--- src/rtl/sat_counter.sv ---
// Saturating up-counter with synchronous clear; clear wins over increment.
module sat_counter #(
  parameter int unsigned W = 16
) (
  input  logic         clk,
  input  logic         aresetn,
  input  logic         inc,
  input  logic         clr,
  output logic [W-1:0] count
);

  logic [W-1:0] count_q, count_d;

  // Next count: clear first, otherwise increment until all ones.
  always_comb begin
    count_d = count_q;
    if (clr) begin
      count_d = '0;
    end else if (inc && (count_q != '1)) begin
      count_d = count_q + 1'b1;
    end
  end

  // Count register.
  always_ff @(posedge clk or negedge aresetn) begin
    if (!aresetn) begin
      count_q <= '0;
    end else begin
      count_q <= count_d;
    end
  end

  assign count = count_q;

endmodule

--- config.mk ---
export PLATFORM = sky130hd
export DESIGN_NAME = sat_counter
export DESIGN_NICKNAME = d
export VERILOG_FILES = /design/src/rtl/sat_counter.sv
export SDC_FILE = /design/constraint.sdc
export NUM_CORES = 1
export LEC_CHECK = 0
export CORE_MARGIN = 2
export CORE_UTILIZATION = 44
export CTS_CLUSTER_DIAMETER = 80
export CTS_CLUSTER_SIZE = 12
export DETAILED_ROUTE_END_ITERATION = 8
export PLACE_DENSITY = 0.73
export SYNTH_ARGS = -nofsm -noshare
export SYNTH_HDL_FRONTEND = slang
export SYNTH_SLANG_ARGS = --single-unit
--- constraint.sdc ---
create_clock -name clk -period 1.72 [get_ports clk]
set_input_delay 0.516 -clock clk [delete_from_list [all_inputs] [get_ports clk]]
set_output_delay 0.516 -clock clk [all_outputs]
set_load 0.005 [all_outputs]
Word level (Yosys, flattened, before mapping)
Index checks and enable logic that the tools add are counted.
{ "word_totals": {"latch_bits": 0, "ramBits": 0, "mem_count": 0, "rom_bits": 0, "register_bits": 16} }
{ "op_classes": {"add_sub_neg": 1, "mul": 0, "eq_ne": 1, "n_lt_le_gt_ge": 0, "div": 0, "n_bitwise": 0, "shift": 0, "n_mux": 2, "reduce_logical": 2} }
{ "op_table": {"columns": ["cell", "n"], "rows": [
  ["16-bit 2-to-1 mux", 2],
  ["16-bit by 1-bit adder with 16-bit output, second input constant", 1],
  ["16-bit != test, second input constant", 1],
  ["2-bit nonzero test", 1],
  ["1-bit logical AND", 1]
]} }

Longest topological paths before layout
Gate-level depths: netlist of run 1.
{ "depth": {"word_depth": 4, "ltp_mapped": 6, "mapped_depth_nobuf": 5} }

Least setup slack after synthesis of run 1
OpenSTA, ideal clock, no wires.
{ "synth_path": {"path_type": "reg-to-reg", "startpoint": "register count_q[0] (netlist: count[0])", "endpoint": "register count_q[15] (netlist: count[15])", "arrival_ps": 1627, "path_stages_with_launch": 6, "period_less_slack_ps": 1755, "path_slack_ps": -35, "path_cell_list": "dfrtp_1 > ha_1 > nand4_2 > nor4_4 > nor4_1 > mux2_1"} }
{ "synth_via": {"elab_chain_len": 3, "word_cells_on_any_way": 6, "cone_classes": "1 x add/sub; 1 x eq/ne; 2 x mux; 2 x reduce/logical"} }
{ "synth_lines": {"columns": ["item", "line", "rtl"], "rows": [
  ["start, declared", "12", "logic [W-1:0] count_q, count_d;"],
  ["start signal, assigned", "29", "count_q <= count_d;"],
  ["16-bit by 1-bit adder with 16-bit output or 16-bit != test (tied branches)", "20, 19", null],
  ["16-bit 2-to-1 mux or 1-bit logical AND (tied branches)", "19", "end else if (inc && (count_q != '1)) begin"],
  ["16-bit 2-to-1 mux or 2-bit nonzero test (tied branches)", null, null]
]} }
Parallel ways exist; a longest one is shown, timed or not. The select of a mux whose other input is x is not followed.
A chain may end at the register's enable or synchronous reset.

Worst setup path in the final report of run 1
{ "layout_path": {"startpoint": "register count_q[0] (netlist: count[0])", "endpoint": "register count_q[11] (netlist: count[11])"} }
Same word-level chain as after synthesis.

==> impl_metrics.ini, run 1 <==
[run_status]
status = complete, but fails checks
violations = negative setup slack

[sta]
period_minus_slack_ns = 1.821
relSlewSlack_pct = 74.62
maxSlewViolCount = 0
setup_ws_ns = -0.1006
setup-violations-final = 9
finalHoldViolCount = 0
skew_ns = 0.006521
fmax_mhz = 549.3
tightest_slew_ns = 0.3778
rsz0062_at_grt = true
fin_crit_sh_pct = 105.8

[yosys]
synthCells = 98
synth_fa_ha_area_share_pct = 1.328
synth_xor_area_share_pct = 0
synth_top_family_by_area = simple AND/OR/NAND/NOR gates
yosys-top-cells-area = dfrtp_1 42%, a21oi_1 5.8%, o31ai_1 5.6%
synth_seq_cells = 16
synthSimpleGateAreaFrac_pct = 31.21
synth_compound_area_share_pct = 16.20
yosys.area.top_type_share_pct = 42.50
synth.mux.area_fraction_pct = 4.781
synth.avg_cell_area_um2 = 9.614
synth_nets = 103
yosys.area.top_type = dfrtp_1
synth_seq_area_share_pct = 42.50
ys_types = 28
netlist_area_um2 = 942.2
ys_warn_count = 0

[worst_setup_path]
critPathLaunch = count[0]
path_class = flop to flop
crit_path_start_kind = flop
endpoint = count[11]
worst_ep_arrival_time_ns = 2.01
crit_buf_inv = 2
timing.rr.start = count[0]
cp_max_fo = 5
crit_slowest_cell = dfrtp_2
critical_path.cell_chain = buf_4 > and4_2 > nand4_1 > buf_6 > nor4_4 > mux2_4
max_stage_delay_ns = 0.43
endpoint_kind = flop
required_ns = 1.91
cp.depth = 6
cp_top_family = simple AND/OR/NAND/NOR gates
reg2reg_setup_slack_ns = -0.10
r2r_end = count[11]
reg2reg_depth = 6

[routing]
vias = 1187
drt_iter0_drc = 73
via_per_inst = 6.215
drt-total-wl_um = 3836
drc = 0
ant_nets = 0
post_drt_wl_per_cell_um = 20.08
first_pass_iters = 4

[cells_and_area]
regArea_um2 = 405.4
fillers = 96
diodes = 0
multiInputGateArea_um2 = 663.1
fin_cells = 191
syn2layout_area_growth_pct = 83.13
fin_nets = 171
drive_above_1_share_pct = 50.61
largest_reg_flops = 16

[cts]
clk_latency_ns = 0.30
cts_made_buffers = 3
h-tree-depth = 1
cts.sinks = 16
cts_tree = built
path_clk_slew_ns = 0.10
cts_root_buf = clkbuf_4
cts_buffer_depth = 2

[floorplanning]
ios = 20
dieArea_um2 = 2528
die-width_um = 50.28
start_util_pct = 47.54
rows = 16
die-height_um = 50.28
core_um2 = 1982

[run]
timing.max_cap.violations = 0

[grt]
grt_overflow = 0
grt_pass1_wl_um = 5133
antenna_found_initial = 0
grt_use_total_pct = 26.87
first_global_vias = 1134
grt_max_degree = 17

[pwr]
p_per_area_nw_per_um2 = 403.5
p_total_uw = 696.3
vdd_drop_max_uv = 347.5
cellLeakagePower_uw = 0.0008168

[placement]
placed_cells = 170
dp_slack_ns = -0.3763
port_buffers = 19
gp_congestion = 0.8170
hpwl_um = 1884

[hold_path]
hp-class = input port to asynchronous set/reset pin
==> cells in the mapped netlist <==
library cell / count
nor2b_1: 4
o31ai_1: 7
or3_2: 1
nand4_1: 6
nor3_1: 1
nand3b_1: 1
nor4_1: 4
clkbuf_1: 4
o21ai_0: 1
a21oi_1: 11
nor2_1: 4
dfrtp_1: 16
or4_2: 2
and3_1: 2
nand2_1: 6
or3_1: 2
nor4_4: 1
buf_6: 1
or4_1: 5
o211ai_2: 1
mux2_1: 4
inv_1: 3
nand4_2: 1
a211oi_2: 1
ha_1: 1
o21ai_1: 3
and4_2: 2
nand3_1: 3
==> kinds of logic after synthesis <==
logic type / Yosys count
compound gates: 24
fa+ha+maj: 1
buf+inv: 8
flops: 16
mux: 4
simple gates: 45
==> worst min path at each step <==
stage | slack [ns] | to | depth (start not counted) | from
3_3_place_gp | 0.59 | count[0] | 2 | count[0]
5_1_grt | 0.56 | count[15] | 2 | aresetn
2_1_floorplan | 0.22 | count[0] | 0 | aresetn
4_1_cts | 0.53 | count[15] | 2 | aresetn
3_5_place_dp | 0.61 | count[0] | 2 | count[0]
6_report | 0.52 | count[15] | 2 | aresetn
==> repair_timing <==
| action | in CTS | in global routing |
|---|---|---|
| hold buffers | 0 | 0 |
| resized for setup | 29 | 30 |
| cloned | 1 | 0 |
| setup buffers | 13 | 5 |
| endpoints found under the setup margin | 32 | 19 |
| pin swaps | 2 | 11 |
==> per-stage QoR <==
stage / hold WS, ns / utilization [%] / instance area [um^2] / TNS, ns
after global placement: 0.5877 / 69.89 / 1385 / -4.132
after detailed placement: 0.6116 / 69.89 / 1385 / -4.341
after floorplan: 0.2204 / - / 942.2 / 0
final: 0.5216 / 87.06 / 1725 / -0.5043
after CTS: 0.5314 / 78.66 / 1559 / -0.4593
after global routing: 0.5567 / 87.06 / 1725 / -1.091
==> routing by layer <==
metal / global-route usage (%) / wire, um
met1: 34.73 / 1558
met5: 0 / 0
met3: 2.976 / 236
met4: 12.50 / 80
met2: 44.74 / 1960
==> cells in the final DEF (no fill, tap or decap), types with 2 or more instances in the layout <==
cell / Yosys / layout
a21oi_1: 11 / 6
a21oi_2: 0 / 5
buf_4: 0 / 37
buf_6: 1 / 10
clkbuf_4: 0 / 3
clkdlybuf4s50_1: 0 / 3
dfrtp_1: 16 / 12
dfrtp_2: 0 / 4
dlygate4sd2_1: 0 / 13
dlymetal6s2s_1: 0 / 2
inv_1: 3 / 2
mux2_4: 0 / 4
nand2_1: 6 / 6
nand3_1: 3 / 2
nand4_1: 6 / 6
nor2_1: 4 / 4
nor2b_1: 4 / 4
nor4_4: 1 / 6
o21ai_1: 3 / 3
o31ai_1: 7 / 7
or3_1: 2 / 2
or4_1: 5 / 4
or4_4: 0 / 2
==> power breakdown <==
group	internal [uW]	switching, uW	leakage, uW
clock	81.8	133	0.0000138
sequential	380	5.76	0.000216
combinational	49.0	47.0	0.000587
total	510	186	0.000817
==> area by class of cell <==
class                           count  area share (%)
Multi-Input combinational cell     75           38.43
Tap cell                           27           1.958
Clock buffer                        3           1.305
Sequential cell                    16           23.50
Inverter                            3          0.6526
Timing Repair Buffer               67           34.16
Note: power is estimated with default switching activity, not from simulation.
==> run 2: changes to the inputs <==
Settings changed: CELL_PAD_IN_SITES_DETAIL_PLACEMENT set to 0, CELL_PAD_IN_SITES_GLOBAL_PLACEMENT set to 2, CORE_ASPECT_RATIO set to 1.75, CORE_UTILIZATION 44 to 27, PLACE_DENSITY 0.73 to not set, PLACE_DENSITY_LB_ADDON set to 0.1.
==> impl_metrics.ini, run 2 (synthesis results as in run 1) <==
[placement]
placed_cells = 193
port_buffers = 19
dp_slack_ns = -0.3572
hpwl_um = 2136
gp_congestion = 0.7908

[run]
timing.max_cap.violations = 0

[sta]
relSlewSlack_pct = 79.88
maxSlewViolCount = 0
tightest_slew_ns = 0.2996
skew_ns = 0.001998
fmax_mhz = 572.4
setup_ws_ns = -0.02713
period_minus_slack_ns = 1.747
finalHoldViolCount = 0
rsz0062_at_grt = true
holdWs_ns = 0.5911
setup-violations-final = 2
fin_crit_sh_pct = 101.6

[grt]
first_global_vias = 1112
antenna_found_initial = 0
grt_pass1_wl_um = 5099
grt_use_total_pct = 16.54
grt_max_degree = 21
grt_overflow = 0

[cts]
cts_tree = built
cts.sinks = 16
cts_buffer_depth = 2
h-tree-depth = 1
cts_made_buffers = 3
cts_root_buf = clkbuf_8
clk_latency_ns = 0.25
path_clk_slew_ns = 0.07
hold_buffers = 0

[cells_and_area]
syn2layout_area_growth_pct = 87.38
diodes = 0
largest_reg_flops = 16
fin_cells = 208
fin_nets = 169
final_common_cell = buf_4
final_cell_mix = 35 x buf_4, 15 x dfrtp_1, 12 x dlygate4sd2_1
drive_above_1_share_pct = 49.69

[floorplanning]
start_util_pct = 28.01
ios = 20
rows = 28
dieArea_um2 = 3997
core_um2 = 3363
die-height_um = 82.15
die-width_um = 48.66

[worst_setup_path]
max_stage_delay_ns = 0.41
reg2reg_depth = 7
crit_slowest_cell = or4_4
cpMostUsedCell = buf_6
path_class = flop to flop
r2r_end = count[7]
reg2reg_setup_slack_ns = -0.03
cp_max_fo = 4
critical_path.cell_chain = buf_6 > and4_4 > nand4_1 > buf_6 > buf_6 > or4_4 > a21oi_2
worst_ep_arrival_time_ns = 1.93
required_ns = 1.90
timing.rr.start = count[1]
crit_path_start_kind = flop
endpoint_kind = flop

[routing]
post_drt_wl_per_cell_um = 15.17
ant_nets = 0
drt_iter0_drc = 21
via_per_inst = 5.255
drt-total-wl_um = 3156
drc = 0
vias = 1093
first_pass_iters = 4

[run_status]
status = complete, but fails checks
violations = negative setup slack

[pwr]
vdd_drop_max_uv = 305.2
cellLeakagePower_uw = 0.0008199
p_per_area_nw_per_um2 = 454.7

[hold_path]
hp-class = input port to asynchronous set/reset pin
## run 2: cell types whose count changed in the layout (fill, tap and decap cells not counted), sizes merged
cell,before,now
buf,48,47
clkbuf,3,4
clkdlybuf4s15,1,2
dlygate4sd2,13,12
nor4,6,5
## run 2: final cells by class
class	count	area, um^2
Clock buffer	4	55.05
Multi-Input combinational cell	74	658.1
Inverter	3	13.76
Sequential cell	16	401.6
Fill cell	340	1598
Timing Repair Buffer	66	580.6
Tap cell	45	56.30
## run 2: how the worst max path moves through the flow
| stage | slack [ns] | from | end |
|---|---|---|---|
| 2_1_floorplan | 0.04 | count[0] | count[12] |
| 3_3_place_gp | -0.35 | inc | count[13] |
| 4_1_cts | -0.02 | count[10] | count[3] |
| 5_1_grt | -0.09 | count[0] | count[13] |
| 3_5_place_dp | -0.36 | inc | count[12] |
| 6_report | -0.03 | count[1] | count[7] |
## run 2: per-stage QoR
stage	util (%)	setup TNS, ns	power (uW)	instance area [um^2]
floorplan	-	0	412.2	942.2
global placement	42.97	-4.045	464.9	1445
detailed placement	42.97	-4.192	466.9	1445
CTS	48.18	-0.06817	812.0	1620
global route	52.49	-0.7203	844.6	1765
finish	52.49	-0.03275	802.7	1765
## run 2: layer usage
layer | global-route usage (%) | up-vias | routed length [um]
li1 | - | 512 | -
met1 | 18.64 | 546 | 1224
met2 | 29.45 | 25 | 1740
met3 | 2.338 | 10 | 82
met4 | 10.29 | 0 | 108
met5 | 0 | - | 0
## run 2: timing repair
item	4_1_cts	5_1_grt
pin swaps	5	13
cloned	0	1
endpoints found under the setup margin	26	19
resized for setup	36	24
buffers inserted	4	6
## run 2: report_power, final
part	switching, uW	internal, uW
sequential	3.92	380
combinational	44.0	39.9
clock	132	203
## run 2: worst max-delay path, delay by kind of cell, from the launching register on
| family | cells | cell delay (ns) |
|---|---|---|
| flops | 1 | 0.40 |
| buf+inv | 3 | 0.40 |
| compound gates | 1 | 0.12 |
| simple gates | 3 | 0.77 |
==> run 3: changes to the inputs <==
Settings changed: CORE_ASPECT_RATIO 1.75 to 0.7.
==> impl_metrics.ini, run 3 (synthesis results as in run 1) <==
[cells_and_area]
final_common_cell = buf_4
fin_util_pct = 53.91
fin_nets = 173
final_cell_mix = 40 x buf_4, 16 x dfrtp_1, 15 x dlygate4sd2_1
largest_reg_flops = 16
drive_above_1_share_pct = 48.80
diodes = 0
syn2layout_area_growth_pct = 84.99
fin_area_um2 = 1743

[routing]
ant_nets = 0
vias = 1070
drc = 0
drt-total-wl_um = 3015
post_drt_wl_per_cell_um = 14.15
drt_iter0_drc = 72
via_per_inst = 5.023
first_pass_iters = 4

[worst_setup_path]
crit_buf_inv = 3
endpoint_kind = flop
reg2reg_depth = 8
cpMostUsedCell = buf_4
cp_max_fo = 5
crit_slowest_cell = or3_2
r2r_end = count[5]
crit_path_start_kind = flop
timing.rr.start = count[1]
reg2reg_setup_slack_ns = -0.11
cp_top_family = simple AND/OR/NAND/NOR gates
worst_ep_arrival_time_ns = 2.01
required_ns = 1.90
max_stage_delay_ns = 0.45
path_class = flop to flop
critical_path.cell_chain = ha_4 > nand4_4 > nor4_4 > buf_6 > buf_4 > buf_4 > or3_2 > a21oi_2

[run]
timing.max_cap.violations = 0

[floorplanning]
start_util_pct = 29.14
die-width_um = 74.61
core_um2 = 3233
dieArea_um2 = 3986
ios = 20
rows = 17
die-height_um = 53.43

[pwr]
switching_share_pct = 23.59
vdd_drop_max_uv = 339.7
p_sw_uw = 180.3
cellLeakagePower_uw = 0.0008324
comb_power_share_pct = 12.3
clock_power_share_pct = 37.5
p_per_area_nw_per_um2 = 438.5
p_int_uw = 584.0
p_seq_share_pct = 50.3
p_total_uw = 764.3

[sta]
fin_crit_sh_pct = 106.6
holdWs_ns = 0.5871
rsz0062_at_grt = true
setup_ws_ns = -0.1134
maxSlewViolCount = 0
setup-violations-final = 8
fmax_mhz = 545.4
relSlewSlack_pct = 79.54
finalHoldViolCount = 0
period_minus_slack_ns = 1.833
tightest_slew_ns = 0.3059
skew_ns = 0.004130

[grt]
grt_max_degree = 17
grt_overflow = 0
grt_pass1_wl_um = 4554
antenna_found_initial = 0
grt_use_total_pct = 15.90
first_global_vias = 967

[placement]
gp_congestion = 0.7712
dp_slack_ns = -0.3992
placed_cell_area_um2 = 1498
port_buffers = 19
hpwl_um = 2166

[run_status]
violations = negative setup slack
status = complete, but fails checks

[cts]
cts_root_buf = clkbuf_8
clk_latency_ns = 0.25
path_clk_slew_ns = 0.07
hold_buffers = 0
cts_tree = built
h-tree-depth = 1
cts_buffer_depth = 2
cts_made_buffers = 3
cts.sinks = 16

[hold_path]
hp-class = input port to asynchronous set/reset pin
run 3: cell count changes in the layout (fill, tap and decap cells not counted), moves of 2 or more:
cell           change
mux2_4             -4
o31ai_2            -3
a21oi_1            -3
mux2_1             +4
or4_4              +2
nor4_2             +4
a21oi_2            +3
buf_4              +5
nor4_4             -4
o31ai_1            +3
dlygate4sd2_1      +3
run 3: metal layers:
metal / global-route usage (%) / vias up / share of wire [%]
met5: 0 / - / 0
met4: 4.762 / 0 / 1.0
met3: 3.810 / 4 / 4.1
met2: 24.04 / 15 / 45
met1: 22.30 / 531 / 50
li1: - / 520 / -
run 3: power groups by stage:
stage | logic [uW] | registers, uW | clock network, uW
6_report | 93.7 | 384 | 286
4_1_cts | 80.6 | 382 | 297
5_1_grt | 104 | 384 | 309
3_3_place_gp | 81.7 | 389 | 0
3_5_place_dp | 82.4 | 389 | 0
2_1_floorplan | 21.2 | 391 | 0
run 3: cell type report:
class | count | area [um^2]
fillers | 309 | 1490
multi-input cells | 74 | 615.6
repair buffers | 70 | 615.6
flip-flops and latches | 16 | 400.4
well taps | 47 | 58.81
clock buffers | 3 | 41.29
inverters | 3 | 11.26
run 3: worst max path at each step:
| stage | depth (start not counted) | from | endpoint | slack [ns] |
|---|---|---|---|---|
| 2_1_floorplan | 5 | count[0] | count[12] | 0.04 |
| 3_3_place_gp | 5 | inc | count[13] | -0.48 |
| 3_5_place_dp | 5 | inc | count[13] | -0.40 |
| 4_1_cts | 6 | count[0] | count[13] | -0.08 |
| 5_1_grt | 6 | count[1] | count[7] | -0.19 |
| 6_report | 8 | count[1] | count[5] | -0.11 |
run 3: timing repair:
action,CTS,global route
setup endpoints to repair,28,20
pin swaps,5,6
gates resized for setup,24,28
setup buffers,5,6
gates cloned,0,0
run 3: worst register-to-register path, cell delays in order, from the launching register on:
cell and delay [ns]:
dfrtp_1 0.42, ha_4 0.20, nand4_4 0.10, nor4_4 0.05
buf_6 0.14, buf_4 0.13, buf_4 0.13, or3_2 0.45
a21oi_2 0.13
run 3: metrics by stage:
step	TNS (ns)	instances
floorplan	0	98
global placement	-3.867	200
detailed placement	-3.955	200
CTS	-0.4731	208
global route	-1.389	213
finish	-0.6644	213
